$ cat src/rtl/dshot_pkg.sv
// Shared types and helpers for the DSHOT frame serializer: state encoding,
// frame/CRC construction and bit-timing derivation from the clock rate.
package dshot_pkg;

  localparam int THROTTLE_W = 11;
  localparam int FRAME_W    = 16;

  typedef enum logic [1:0] {IDLE, HIGH, LOW, GAP} dshot_state_t;

  function automatic logic [3:0] dshot_crc(input logic [11:0] v);
    return v[3:0] ^ v[7:4] ^ v[11:8];
  endfunction

  function automatic logic [15:0] dshot_frame(input logic [10:0] throttle, input logic telem);
    logic [11:0] v;
    v = {throttle, telem};
    return {v, dshot_crc(v)};
  endfunction

  function automatic int dshot_bit_cycles(input int clk_hz, input int kbps);
    return clk_hz / (kbps * 1000);
  endfunction

  function automatic int dshot_t0h(input int bit_len);
    return bit_len * 3 / 8;
  endfunction

  function automatic int dshot_t1h(input int bit_len);
    return bit_len * 3 / 4;
  endfunction

endpackage

$ cat src/rtl/dshot_frame_tx_if.sv
// Command handshake and motor-line signals between the register block and
// one DSHOT serializer.
interface dshot_frame_tx_if;
  import dshot_pkg::*;

  logic                  i_valid;
  logic [THROTTLE_W-1:0] i_throttle;
  logic                  i_telem;
  logic                  o_ready;
  logic                  i_repeat_en;
  logic                  o_dshot;
  logic                  o_busy;
  logic                  o_frame_done;

  modport master (
    output i_valid, i_throttle, i_telem, i_repeat_en,
    input  o_ready, o_dshot, o_busy, o_frame_done
  );

  modport slave (
    input  i_valid, i_throttle, i_telem, i_repeat_en,
    output o_ready, o_dshot, o_busy, o_frame_done
  );

endinterface

$ cat src/rtl/dshot_bit_timer.sv
// Loadable down-counter shared by the HIGH, LOW and GAP phases; tc is high
// while the count sits at zero, i.e. during the last cycle of a phase.
module dshot_bit_timer #(
  parameter int CW = 17
) (
  input  logic          clk,
  input  logic          rst,
  input  logic          load,
  input  logic [CW-1:0] load_val,
  output logic          tc
);

  localparam logic [CW-1:0] ONE = CW'(1);

  logic [CW-1:0] count;

  always_ff @(posedge clk) begin
    if (rst) begin
      count <= '0;
    end else if (load) begin
      count <= load_val;
    end else if (count != '0) begin
      count <= count - ONE;
    end
  end

  assign tc = (count == '0);

endmodule

$ cat src/rtl/dshot_frame_tx.sv
// Per-motor DSHOT serializer: latches throttle+telemetry, appends the CRC and
// shifts the 16-bit frame out MSB-first as pulse widths, with optional repeat.
module dshot_frame_tx
  import dshot_pkg::*;
#(
  parameter int CLK_HZ     = 72000000,
  parameter int DSHOT_KBPS = 150,
  parameter int GAP_BITS   = 2,
  parameter int REPEAT_HZ  = 1000
) (
  input  logic             i_sys_clk,
  input  logic             i_rst,
  dshot_frame_tx_if.slave  bus
);

  localparam int BIT_LEN = dshot_bit_cycles(CLK_HZ, DSHOT_KBPS);
  localparam int T0H     = dshot_t0h(BIT_LEN);
  localparam int T1H     = dshot_t1h(BIT_LEN);
  localparam int GAP_LEN = GAP_BITS * BIT_LEN;
  localparam int REP     = CLK_HZ / REPEAT_HZ;
  localparam int CW      = $clog2(REP > GAP_LEN ? REP : GAP_LEN);

  localparam logic [CW-1:0] T0H_M1   = CW'(T0H - 1);
  localparam logic [CW-1:0] T1H_M1   = CW'(T1H - 1);
  localparam logic [CW-1:0] LOW0_M1  = CW'(BIT_LEN - T0H - 1);
  localparam logic [CW-1:0] LOW1_M1  = CW'(BIT_LEN - T1H - 1);
  localparam logic [CW-1:0] GAP_M1   = CW'(GAP_LEN - 1);
  localparam logic [CW-1:0] REP_LAST = CW'(REP - 1);
  localparam logic [CW-1:0] ONE      = CW'(1);

  function automatic logic [CW-1:0] high_m1(input logic b);
    return b ? T1H_M1 : T0H_M1;
  endfunction

  function automatic logic [CW-1:0] low_m1(input logic b);
    return b ? LOW1_M1 : LOW0_M1;
  endfunction

  dshot_state_t  state, state_nxt;
  logic [3:0]    idx;
  logic [15:0]   frame_q, frame_new;
  logic          have_frame, rep_pend, rep_due;
  logic [CW-1:0] rep_cnt;
  logic          accept, start, timer_load, done_nxt, tc;
  logic [CW-1:0] timer_val;
  logic          dshot_q, busy_q, done_q;

  assign frame_new = dshot_frame(bus.i_throttle, bus.i_telem);
  assign rep_due   = bus.i_repeat_en && have_frame && (rep_cnt == REP_LAST || rep_pend);

  dshot_bit_timer #(.CW(CW)) u_timer (
    .clk      (i_sys_clk),
    .rst      (i_rst),
    .load     (timer_load),
    .load_val (timer_val),
    .tc       (tc)
  );

  always_comb begin
    state_nxt  = state;
    accept     = 1'b0;
    start      = 1'b0;
    timer_load = 1'b0;
    timer_val  = '0;
    done_nxt   = 1'b0;
    case (state)
      IDLE: begin
        // A fresh command takes priority over a due repeat.
        if (bus.i_valid) begin
          accept     = 1'b1;
          start      = 1'b1;
          state_nxt  = HIGH;
          timer_load = 1'b1;
          timer_val  = high_m1(frame_new[15]);
        end else if (rep_due) begin
          start      = 1'b1;
          state_nxt  = HIGH;
          timer_load = 1'b1;
          timer_val  = high_m1(frame_q[15]);
        end
      end
      HIGH: begin
        if (tc) begin
          state_nxt  = LOW;
          timer_load = 1'b1;
          timer_val  = low_m1(frame_q[idx]);
        end
      end
      LOW: begin
        if (tc) begin
          timer_load = 1'b1;
          if (idx != 4'd0) begin
            state_nxt = HIGH;
            timer_val = high_m1(frame_q[idx - 4'd1]);
          end else begin
            state_nxt = GAP;
            timer_val = GAP_M1;
            done_nxt  = 1'b1;
          end
        end
      end
      GAP: begin
        if (tc) state_nxt = IDLE;
      end
      default: state_nxt = IDLE;
    endcase
  end

  always_ff @(posedge i_sys_clk) begin
    if (i_rst) begin
      state      <= IDLE;
      idx        <= 4'd0;
      frame_q    <= '0;
      have_frame <= 1'b0;
      rep_cnt    <= '0;
      rep_pend   <= 1'b0;
      dshot_q    <= 1'b0;
      busy_q     <= 1'b0;
      done_q     <= 1'b0;
    end else begin
      state <= state_nxt;
      if (start) idx <= 4'd15;
      else if (state == LOW && tc && idx != 4'd0) idx <= idx - 4'd1;
      if (accept) begin
        frame_q    <= frame_new;
        have_frame <= 1'b1;
      end
      if (start || rep_cnt == REP_LAST) rep_cnt <= '0;
      else rep_cnt <= rep_cnt + ONE;
      // Expiry during a frame is remembered so the repeat fires once idle.
      if (start) rep_pend <= 1'b0;
      else if (rep_cnt == REP_LAST && state != IDLE) rep_pend <= 1'b1;
      else if (!bus.i_repeat_en) rep_pend <= 1'b0;
      dshot_q <= (state_nxt == HIGH);
      busy_q  <= (state_nxt != IDLE);
      done_q  <= done_nxt;
    end
  end

  assign bus.o_ready      = (state == IDLE);
  assign bus.o_dshot      = dshot_q;
  assign bus.o_busy       = busy_q;
  assign bus.o_frame_done = done_q;

endmodule
$ cat src/flat_wrapper.sv
// flat-port wrapper written by rule: the top's interface ports become plain ports
module dshot_frame_tx_flat import dshot_pkg::*;
#(
  parameter int CLK_HZ     = 72000000,
  parameter int DSHOT_KBPS = 150,
  parameter int GAP_BITS   = 2,
  parameter int REPEAT_HZ  = 1000
)
  (i_sys_clk, i_rst, bus_i_valid, bus_i_throttle, bus_i_telem, bus_i_repeat_en, bus_o_ready, bus_o_dshot, bus_o_busy, bus_o_frame_done);
  dshot_frame_tx_if bus_i ();
  input  logic i_sys_clk;
  input  logic i_rst;
  input wire logic [$bits(bus_i.i_valid)-1:0] bus_i_valid;
  input wire logic [$bits(bus_i.i_throttle)-1:0] bus_i_throttle;
  input wire logic [$bits(bus_i.i_telem)-1:0] bus_i_telem;
  input wire logic [$bits(bus_i.i_repeat_en)-1:0] bus_i_repeat_en;
  output wire logic [$bits(bus_i.o_ready)-1:0] bus_o_ready;
  output wire logic [$bits(bus_i.o_dshot)-1:0] bus_o_dshot;
  output wire logic [$bits(bus_i.o_busy)-1:0] bus_o_busy;
  output wire logic [$bits(bus_i.o_frame_done)-1:0] bus_o_frame_done;
  assign bus_i.i_valid = bus_i_valid;
  assign bus_i.i_throttle = bus_i_throttle;
  assign bus_i.i_telem = bus_i_telem;
  assign bus_i.i_repeat_en = bus_i_repeat_en;
  assign bus_o_ready = bus_i.o_ready;
  assign bus_o_dshot = bus_i.o_dshot;
  assign bus_o_busy = bus_i.o_busy;
  assign bus_o_frame_done = bus_i.o_frame_done;
  dshot_frame_tx #(.CLK_HZ(CLK_HZ), .DSHOT_KBPS(DSHOT_KBPS), .GAP_BITS(GAP_BITS), .REPEAT_HZ(REPEAT_HZ)) u_core (.i_sys_clk(i_sys_clk), .i_rst(i_rst), .bus(bus_i));
endmodule
$ cat config.mk
export PLATFORM = sky130hd
export DESIGN_NAME = dshot_frame_tx_flat
export DESIGN_NICKNAME = d
export VERILOG_FILES = /design/src/rtl/dshot_pkg.sv /design/src/rtl/dshot_frame_tx_if.sv /design/src/rtl/dshot_bit_timer.sv /design/src/rtl/dshot_frame_tx.sv /design/src/flat_wrapper.sv
export SDC_FILE = /design/constraint.sdc
export NUM_CORES = 1
export LEC_CHECK = 0
export BUFFER_PORTS_ARGS = -buffer_cell sky130_fd_sc_hd__buf_2
export CORE_MARGIN = 2
export CORE_UTILIZATION = 53
export CTS_CLUSTER_SIZE = 10
export DETAILED_ROUTE_END_ITERATION = 12
export PLACE_DENSITY_LB_ADDON = 0.12
export SLEW_MARGIN = 20
export SYNTH_ARGS = -nofsm -noshare
export SYNTH_HDL_FRONTEND = slang
export SYNTH_SLANG_ARGS = --single-unit
$ cat constraint.sdc
create_clock -name i_sys_clk -period 3.1 [get_ports i_sys_clk]
set_input_delay 0.31 -clock i_sys_clk [delete_from_list [all_inputs] [get_ports i_sys_clk]]
set_output_delay 0.31 -clock i_sys_clk [all_outputs]
set_load 0.03 [all_outputs]
==> metrics.yaml <==
status:
  status: "finished, final reports clean"
sta:
  timing.fmax_ghz: 0.3497
  fin_tns_setup_ps: 0
  hold_viol: 0
  finClkSkew_ps: 5.630
  setup_viol: 0
  worstMarginPinSlew_ps: 617.6
  slew_violations: 0
  rsz0062_at_grt: "false"
  finalCriticalPeriod_ps: 2860
  period_share_pct: 92.24
  maxSlewHeadroom_pct: 58.52
hold_path:
  worstHoldPathType: "input pin to register"
  min_path_cells: 3
synth:
  synthArstFlopShare_pct: 0
  synth.area.mux_share_pct: 6.875
  yosysTopAreaCellShare_pct: 36.66
  synth-compound-area-share_pct: 14.91
  synth_area_leaders: "dfxtp_1, xnor2_1, a21oi_1"
  seq_area_frac_synth_pct: 36.66
  synth_warnings: 0
  syn_nets: 411
  ys_ff_latch: 61
  syn-cell-area_sq_um: 3331
  yosysMostFrequentCell: "dfxtp_1"
  synth_cells: 386
  synth_xor_area_share_pct: 9.955
  ys.flop_type: "dfxtp_1"
  synthAdderAreaFrac_pct: 3.381
  yosys.area_share.simple_pct: 24.23
  synth_top_family_by_area: "simple AND/OR/NAND/NOR gates"
  avgSynthCellArea_sq_um: 8.629
  synth_top_area_cell: "dfxtp_1"
  synth_enable_flop_cells: 0
  ys_types: 63
  synthTopCellsByCount: "dfxtp_1, nand2_1, nor2_1"
clock_tree:
  clk_latency_ps: 350
  h-tree-depth: 3
  cts_resized: 0
  ctsLongestPathBuffers: 2
  clock_sinks: 61
  postCtsHoldBufs: 0
  postCtsSetupBuffers: 0
  path_clk_slew_ps: 70
  cts_tree: "built"
  cts_buffers: 9
  ctsRootBufferMaster: "clkbuf_8"
grt:
  grt_usage_pct: 21.20
  grt_pass1_vias: 2495
  grt_antenna_before_repair: 0
  grt_max_degree: 20
  overflow: 0
  grt_pass1_wl_mm: 12.01
critical_path:
  crit_buf_inv: 1
  critPathSlowestCell: "mux4_2"
  crit_start: "u_core.idx[0]"
  end_kind: "register"
  crit_family: "multiplexers"
  reg2reg_to: "u_core.u_timer.count[7]"
  cp.arrival_ps: 3140
  critical_path_class: "register to register"
  cp_cell_sequence: "inv_1 -> ha_1 -> xnor2_2 -> mux4_2 -> mux2i_1 -> o22ai_2 -> a311o_1 -> a21oi_1"
  r2r_cells: 8
  r2r_setup_slack_ps: 240
  crit_required_ps: 3380
  worstSetupPathDepth: 8
  critPathMaxStageDelay_ps: 570
  reg2reg_from: "u_core.idx[0]"
  worstPathMaxFanout: 8
  critPathLaunchType: "register"
  crit_path_end: "u_core.u_timer.count[7]"
route:
  drt_iter0_drc: 180
  ant_nets: 0
  drc: 0
  detail_route.wl_per_cell_um: 14.83
  drt-vias-per-instance: 5.721
  routed-via-count: 2746
  drt-pass1-iter-count: 6
  routed_wl_mm: 7.119
placement:
  dpl_cell_area_sq_um: 3455
  gp_congestion: 0.8717
  port_buffers: 19
  hpwl_mm: 5.021
floorplan:
  core_area_sq_um: 5991
  io_pins: 20
  die_area_sq_um: 6935
  die_w_um: 83.28
  fp-row-count: 28
  start_util_pct: 55.60
  die_h_um: 83.28
layout:
  drive_above_1_share_pct: 16.05
  fin_area_sq_um: 3682
  antennaDiodeCount: 0
  multi_input_comb_area_sq_um: 1977
  final_net_count: 426
  fillers: 535
  areaGrowthSynthToFinish_pct: 10.56
  regArea_sq_um: 1221
power_and_ir_drop:
  leakagePower_nw: 1.376
  ir_drop_v: 0.0004461
  power.density_nw_per_um2: 765.6
flow_run:
  cap_viol_max_count: 0
[routing by layer]
metal,part of all wire (%),GRT usage (%),vias to the layer above
met3,3.9,3.877,15
met5,0,0,-
met1,48,29.27,1279
li1,-,-,1384
met2,46,31.89,68
met4,2.1,10.28,0
[final cells by class]
cell class | instances | area share (%)
Clock buffer | 10 | 3.466
Clock inverter | 5 | 2.718
Inverter | 14 | 1.427
Multi-Input combinational cell | 294 | 53.69
Sequential cell | 61 | 33.16
Tap cell | 75 | 2.548
Timing Repair Buffer | 21 | 2.990
[worst min-delay path by stage]
stage                           start                  to  slack (ps)
floorplan           u_core.rep_cnt[0]   u_core.rep_cnt[0]         430
global placement    u_core.rep_cnt[0]   u_core.rep_cnt[0]         450
detailed placement  u_core.rep_cnt[0]   u_core.rep_cnt[0]         460
CTS                       bus_i_telem   u_core.frame_q[4]         210
global route        bus_i_throttle[3]   u_core.frame_q[8]         220
finish              bus_i_throttle[6]  u_core.frame_q[11]         220
[cell families (layout without fill, tap and decap cells)]
family | count (synthesis) | count (layout)
xor+xnor | 37 | 37
flops | 61 | 61
fa+ha+maj | 9 | 9
compound gates | 76 | 76
mux | 14 | 14
simple gates | 158 | 158
buf+inv | 31 | 50
[worst min-delay path: stages]
cell	delay, ps
buf_2	110
nand2_1	50
a21oi_1	50
[layout by cell type, fill, tap and decap left out, drive strengths merged, types with 7 or more instances in the layout]
| master | netlist | routed |
|---|---|---|
| a21oi | 37 | 37 |
| buf | 7 | 21 |
| clkbuf | 10 | 10 |
| dfxtp | 61 | 61 |
| ha | 9 | 9 |
| inv | 14 | 14 |
| mux4 | 7 | 7 |
| nand2 | 50 | 50 |
| nand3 | 13 | 13 |
| nor2 | 46 | 46 |
| nor3 | 13 | 13 |
| xnor2 | 28 | 28 |
| xor2 | 9 | 9 |
[flip-flops by register name (all words and copies together) (netlist names)]
name and flops:
u_core.rep_cnt 17, u_core.u_timer.count 17, u_core.frame_q 16, u_core.idx 4
u_core.state 2, u_core.bus.o_busy 1, u_core.bus.o_dshot 1, u_core.bus.o_frame_done 1
u_core.have_frame 1, u_core.rep_pend 1
[per-stage QoR]
step / instances / hold WS, ps / utilization (%) / total power, mW / worst slack, ps
finish: 480 / 217.0 / 61.47 / 2.819 / 240.4
floorplan: 386 / 430.2 / - / 1.790 / 719.5
detailed placement: 465 / 455.8 / 57.67 / 1.972 / 298.0
global route: 480 / 220.1 / 61.47 / 2.986 / 104.5
CTS: 480 / 205.9 / 61.47 / 2.822 / 229.8
global placement: 465 / 445.8 / 57.67 / 1.958 / 420.4
[power by group]
part	total (mW)	leakage, nW	switching [mW]	internal [mW]
Clock	0.838	0.116	0.311	0.527
Combinational	0.977	0.761	0.557	0.419
Sequential	1.00	0.499	0.115	0.889
No activity file was read; power rests on OpenSTA's default activity.
